--- src/rtl/multiplier_pkg.sv ---
// Shared calculator definitions: default operand width, counter width and FSM encoding.
package multiplier_pkg;

  localparam int unsigned MulWidth    = 32;
  localparam int unsigned MulCntWidth = $clog2(MulWidth) + 1;

  typedef enum logic [1:0] {
    StIdle = 2'd0,
    StBusy = 2'd1,
    StDone = 2'd2
  } mul_state_e;

endpackage

--- src/rtl/multiplier_if.sv ---
// Control/operand/result bundle between calculator control and the multiplier.
interface multiplier_if #(
  parameter int unsigned WIDTH = 32
);

  logic               mul_rst;
  logic               mul_start;
  logic               inputa_sign;
  logic               inputb_sign;
  logic [WIDTH-1:0]   unsign_inputa;
  logic [WIDTH-1:0]   unsign_inputb;
  logic               mul_busy;
  logic               mul_done;
  logic [2*WIDTH-1:0] mul_result;
  logic               mul_sign;
  logic               mul_ovf;

  modport master (
    output mul_rst, mul_start, inputa_sign, inputb_sign, unsign_inputa, unsign_inputb,
    input  mul_busy, mul_done, mul_result, mul_sign, mul_ovf
  );

  modport slave (
    input  mul_rst, mul_start, inputa_sign, inputb_sign, unsign_inputa, unsign_inputb,
    output mul_busy, mul_done, mul_result, mul_sign, mul_ovf
  );

endinterface

--- src/rtl/dflip_en.sv ---
// Enable flip-flop primitive with synchronous active-high clear.
module dflip_en #(
  parameter int unsigned Width = 1
) (
  input  logic             clk_i,
  input  logic             rst_i,
  input  logic             en_i,
  input  logic [Width-1:0] d_i,
  output logic [Width-1:0] q_o
);

  always_ff @(posedge clk_i) begin
    if (rst_i) begin
      q_o <= '0;
    end else if (en_i) begin
      q_o <= d_i;
    end
  end

endmodule

--- src/rtl/multiplier.sv ---
// Sequential radix-2 shift-add sign/magnitude multiplier, fixed WIDTH-cycle latency.
module multiplier
  import multiplier_pkg::*;
#(
  parameter int unsigned WIDTH = MulWidth
) (
  input logic         clk,
  input logic         rst,
  multiplier_if.slave bus
);

  localparam int unsigned CntW = $clog2(WIDTH) + 1;
  localparam int unsigned AccW = 2 * WIDTH;

  // Soft clear from control behaves exactly like the hard reset.
  logic clr;
  assign clr = rst | bus.mul_rst;

  mul_state_e      state_q, state_d;
  logic [1:0]      state_raw;
  logic [CntW-1:0] cnt_q, cnt_d;
  logic [AccW-1:0] acc_q, acc_d;
  logic [AccW-1:0] mcand_q, mcand_d;
  logic [WIDTH-1:0] mplier_q, mplier_d;
  logic            sa_q, sb_q;
  logic            sign_q, sign_d;
  logic            ovf_q, ovf_d;

  logic load, busy, last;
  logic en_dp, en_flags;

  assign state_q = mul_state_e'(state_raw);
  assign busy    = (state_q == StBusy);
  assign load    = bus.mul_start & ((state_q == StIdle) | (state_q == StDone));
  assign last    = busy & (cnt_q == CntW'(WIDTH - 1));
  assign en_dp    = load | busy;
  assign en_flags = load | last;

  always_comb begin
    state_d = state_q;
    unique case (state_q)
      StIdle:  if (load) state_d = StBusy;
      StBusy:  if (last) state_d = StDone;
      StDone:  if (load) state_d = StBusy;
      default: state_d = StIdle;
    endcase
  end

  always_comb begin
    cnt_d    = cnt_q + CntW'(1);
    acc_d    = acc_q + (mplier_q[0] ? mcand_q : '0);
    mcand_d  = mcand_q << 1;
    mplier_d = mplier_q >> 1;
    sign_d   = (sa_q ^ sb_q) & (|acc_d);
    ovf_d    = |acc_d[AccW-1:WIDTH];
    if (load) begin
      cnt_d    = '0;
      acc_d    = '0;
      mcand_d  = {{WIDTH{1'b0}}, bus.unsign_inputa};
      mplier_d = bus.unsign_inputb;
      sign_d   = 1'b0;
      ovf_d    = 1'b0;
    end
  end

  dflip_en #(.Width(2)) u_state (
    .clk_i(clk), .rst_i(clr), .en_i(1'b1), .d_i(state_d), .q_o(state_raw)
  );
  dflip_en #(.Width(CntW)) u_cnt (
    .clk_i(clk), .rst_i(clr), .en_i(en_dp), .d_i(cnt_d), .q_o(cnt_q)
  );
  dflip_en #(.Width(AccW)) u_acc (
    .clk_i(clk), .rst_i(clr), .en_i(en_dp), .d_i(acc_d), .q_o(acc_q)
  );
  dflip_en #(.Width(AccW)) u_mcand (
    .clk_i(clk), .rst_i(clr), .en_i(en_dp), .d_i(mcand_d), .q_o(mcand_q)
  );
  dflip_en #(.Width(WIDTH)) u_mplier (
    .clk_i(clk), .rst_i(clr), .en_i(en_dp), .d_i(mplier_d), .q_o(mplier_q)
  );
  dflip_en #(.Width(2)) u_signs (
    .clk_i(clk), .rst_i(clr), .en_i(load),
    .d_i({bus.inputa_sign, bus.inputb_sign}), .q_o({sa_q, sb_q})
  );
  dflip_en #(.Width(2)) u_flags (
    .clk_i(clk), .rst_i(clr), .en_i(en_flags),
    .d_i({sign_d, ovf_d}), .q_o({sign_q, ovf_q})
  );

  assign bus.mul_busy   = busy;
  assign bus.mul_done   = (state_q == StDone);
  assign bus.mul_result = acc_q;
  assign bus.mul_sign   = sign_q;
  assign bus.mul_ovf    = ovf_q;

endmodule

--- src/flat_wrapper.sv ---
// flat-port wrapper written by rule: the top's interface ports become plain ports
module multiplier_flat import multiplier_pkg::*;
#(
  parameter int unsigned WIDTH = MulWidth
)
  (clk, rst, bus_mul_rst, bus_mul_start, bus_inputa_sign, bus_inputb_sign, bus_unsign_inputa, bus_unsign_inputb, bus_mul_busy, bus_mul_done, bus_mul_result, bus_mul_sign, bus_mul_ovf);
  multiplier_if #(.WIDTH(WIDTH)) bus_i ();
  input logic clk;
  input logic rst;
  input wire logic [$bits(bus_i.mul_rst)-1:0] bus_mul_rst;
  input wire logic [$bits(bus_i.mul_start)-1:0] bus_mul_start;
  input wire logic [$bits(bus_i.inputa_sign)-1:0] bus_inputa_sign;
  input wire logic [$bits(bus_i.inputb_sign)-1:0] bus_inputb_sign;
  input wire logic [$bits(bus_i.unsign_inputa)-1:0] bus_unsign_inputa;
  input wire logic [$bits(bus_i.unsign_inputb)-1:0] bus_unsign_inputb;
  output wire logic [$bits(bus_i.mul_busy)-1:0] bus_mul_busy;
  output wire logic [$bits(bus_i.mul_done)-1:0] bus_mul_done;
  output wire logic [$bits(bus_i.mul_result)-1:0] bus_mul_result;
  output wire logic [$bits(bus_i.mul_sign)-1:0] bus_mul_sign;
  output wire logic [$bits(bus_i.mul_ovf)-1:0] bus_mul_ovf;
  assign bus_i.mul_rst = bus_mul_rst;
  assign bus_i.mul_start = bus_mul_start;
  assign bus_i.inputa_sign = bus_inputa_sign;
  assign bus_i.inputb_sign = bus_inputb_sign;
  assign bus_i.unsign_inputa = bus_unsign_inputa;
  assign bus_i.unsign_inputb = bus_unsign_inputb;
  assign bus_mul_busy = bus_i.mul_busy;
  assign bus_mul_done = bus_i.mul_done;
  assign bus_mul_result = bus_i.mul_result;
  assign bus_mul_sign = bus_i.mul_sign;
  assign bus_mul_ovf = bus_i.mul_ovf;
  multiplier #(.WIDTH(WIDTH)) u_core (.clk(clk), .rst(rst), .bus(bus_i));
endmodule
--- config.mk ---
export PLATFORM = sky130hd
export DESIGN_NAME = multiplier_flat
export DESIGN_NICKNAME = d
export VERILOG_FILES = /design/src/rtl/multiplier_pkg.sv /design/src/rtl/multiplier_if.sv /design/src/rtl/dflip_en.sv /design/src/rtl/multiplier.sv /design/src/flat_wrapper.sv
export SDC_FILE = /design/constraint.sdc
export NUM_CORES = 1
export LEC_CHECK = 0
export ABC_CLOCK_PERIOD_IN_PS = 4100
export CORE_AREA = 2 2 196 198
export DETAILED_ROUTE_END_ITERATION = 6
export DIE_AREA = 0 0 198 200
export GPL_TIMING_DRIVEN = 0
export PLACE_DENSITY_LB_ADDON = 0.2
export SYNTH_ARGS = -nofsm -noshare
export SYNTH_HDL_FRONTEND = slang
export SYNTH_SLANG_ARGS = --single-unit
--- constraint.sdc ---
create_clock -name clk -period 4.1 [get_ports clk]
set_clock_uncertainty 0.05 [all_clocks]
set_input_delay 0.41 -clock clk [delete_from_list [all_inputs] [get_ports clk]]
set_output_delay 0.41 -clock clk [all_outputs]
set_load 0.01 [all_outputs]
==> impl_metrics.ini <==
[sta]
finalHoldViolations = 0
post-route-period-util_pct = 102
period_minus_slack_ps = 4170
grt_setup_unrepaired = yes
holdWs_ps = 409
setup_slack_ps = -74.8
fmax_mhz = 240
max-slew-margin-rel_pct = 35.7
drv_slew = 0
worst_pin_slew_ps = 964
setup_viol = 1

[layout]
diodes = 0
syn_to_final_growth_pct = 30.7
nNetsFinal = 1772
drive_gt1_share_pct = 11.3
finish.utilization_pct = 38.8

[synth]
synth_edf_count = 0
synth_common_cells = nor2_1, dfxtp_1, a21oi_1, nand2_1, a22oi_1
synth.area.top_cells = dfxtp_1, a22oi_1, ha_1
ys_ff_latch = 172
ys_warn_count = 0
synth-seq-area-share_pct = 31.1
yosysTopAreaCell = dfxtp_1
synthCells = 1458
avgSynthCellArea_sq_um = 7.60
ys_types = 74
synth_async_sr_flop_share_pct = 0
yosysMostFrequentCell = nor2_1
synth_ff_type = dfxtp_1
syn_area_sq_um = 11100
synth_top_area_share_pct = 31.1
synthesis.nets = 1593

[floorplanning]
fp.dieH_um = 200
dieArea_sq_um = 39600
ioPinCount = 138
rows = 71
initial_core_util_pct = 29.6
core-area_sq_um = 37400
dieWidth_um = 198

[place]
routabilityCongestion = 0.941
port-buffer-count = 137
place_hpwl_mm = 31.9

[critical_path]
start_kind = flop
r2r_cells = 16
cp_max_fo = 10
rrSetupSlack_ps = -70
worstReg2RegEnd = u_core.u_flags.q_o[1]
rr_startpoint = u_core.u_mplier.q_o[0]
cp.required_ps = 4400
worstPathArrival_ps = 4480
critPathKind = flop to flop
worst_setup_path_end_kind = flop

[detailed_routing]
drc = 0
vias_per_cell = 5.40
wl_mm = 40.6
drt_iter0_markers = 867
ant_nets = 0
num_vias = 11700
drt-pass1-iter-count = 5
wl_per_cell_um = 18.8

[cts]
cts_buffers = 17
clk_pin_slew_ps = 80
cts_root_buffer = clkbuf_16
htree_levels = 4
clock-sinks = 172
cts_tree = yes
worstSkewPairLatency_ps = 460
cts_buffer_depth = 2
hold_buffers = 0

[global_route]
antenna_found_initial = 0
first_global_vias = 11200
gr-total-overflow = 0
grt_max_degree = 19
grt.total_usage_pct = 20.3
grt_pass1_wl_mm = 62.6

[min_path]
min_path_cells = 2
min_to = u_core.u_mplier.q_o[2]
hold_path.class = flop to flop
worstHoldStart = u_core.u_mplier.q_o[2]

[status]
failed_checks = negative setup slack
status = finished, violations left

[power]
power.total_mw = 3.68
peakVddDrop_v = 0.000285
power_density_nw_per_um2 = 254
p_leak_nw = 5.21

[job]
maxCapViolations = 0
what timing repair did:
item / CTS / global route
pin swaps: 30 / 17
setup endpoints to repair: 35 / 2
gates resized for setup: 82 / 50
buffers inserted: 19 / 14
worst max-delay path, stage by stage (launching register included):
cell and delay [ps]:
dfxtp_2 340, buf_12 150, clkbuf_8 150, and2_1 140
ha_1 290, buf_6 110, nand4_1 150, or4_4 620
a2111oi_4 330, nor3_4 100, buf_12 150, xnor2_2 140
or2_1 280, nor4_4 350, nand4_1 240, nor4bb_4 400
nor3_2 50
layer usage:
metal | vias up | GRT usage, % | share of wire [%]
li1 | 5713 | - | -
met5 | - | 0 | 0
met1 | 5557 | 26.9 | 46
met3 | 63 | 4.23 | 5.4
met2 | 330 | 32.8 | 45
met4 | 0 | 6.99 | 2.7
through the flow:
step	TNS, ps	instances	instance area (sq um)	setup WS, ps
floorplan	0	1458	11100	284
global placement	-12030	2106	13100	-1580
global route	-288	2161	14500	-185
CTS	-8.55	2152	14200	-5.57
detailed placement	-11000	2106	13100	-1530
finish	-74.8	2161	14500	-74.8
placed cells by master (no fill, tap or decap), types with 10 or more instances in the layout:
cell             Yosys  layout
a21o_1              10      10
a21oi_1            136     123
a21oi_2              2      12
a22oi_1            123     122
and2_1              64      63
buf_1               10      10
buf_4               11      37
clkbuf_1            72      58
clkbuf_16            0      18
clkdlybuf4s50_1      0     137
dfxtp_1            172     171
ha_1                64      52
inv_1               13      13
nand2_1            133     129
nand2b_1            12      11
nand3_1             15      15
nand4_1             35      35
nor2_1             199     197
nor3_1              62      55
o211ai_1            12      12
o21a_1              12      12
o21ai_0             63      53
o21ai_1              9      13
o22ai_1             31      31
xnor2_1             27      26
xor2_1              29      28
registers in the layout (all words and copies together), names as in the netlist:
name and flops:
u_core.u_flags.q_o 2, u_core.u_signs.q_o 2, u_core.u_cnt.q_o 6, u_core.u_state.q_o 2, u_core.u_mcand.q_o 64, u_core.u_acc.q_o 64
u_core.u_mplier.q_o 32
cells by family (layout without fill, tap and decap cells):
family,Yosys count,in the layout,synth area share (%)
DFF,172,172,31.1
AOI/OAI and AO/OA,467,467,27.2
xor gates and xnor gates,56,56,4.42
muxes,4,4,0.361
and+or+nand+nor,578,578,25.0
buffers and inverters,116,308,4.58
adders and majority gates,65,65,7.40
cell type report:
class                           count  area [sq um]
Buffer                             94           508
Clock buffer                       18           429
Clock inverter                     14           148
Fill cell                        3959         22900
Inverter                           13          48.8
Multi-Input combinational cell   1170          7630
Sequential cell                   172          3440
Tap cell                          511           639
Timing Repair Buffer              169          1650
worst max path at each step:
stage                                 startpoint  depth (start not counted)                    end  slack, ps
after floorplan           u_core.u_mplier.q_o[0]                         17  u_core.u_flags.q_o[1]        280
after global placement    u_core.u_mplier.q_o[0]                         15  u_core.u_flags.q_o[1]      -1580
after detailed placement  u_core.u_mplier.q_o[0]                         15  u_core.u_flags.q_o[1]      -1530
after CTS                 u_core.u_mplier.q_o[0]                         18  u_core.u_flags.q_o[0]         -6
after global routing      u_core.u_mplier.q_o[0]                         16  u_core.u_flags.q_o[1]       -190
final                     u_core.u_mplier.q_o[0]                         16  u_core.u_flags.q_o[1]        -70
report_power, final:
part           leakage [nW]  internal [mW]  switching (mW)
logic                  3.54          0.128           0.196
registers              1.39           1.70          0.0189
clock network         0.280          0.812           0.824
total                  5.21           2.64            1.04
(Power assumes the default switching activity.)
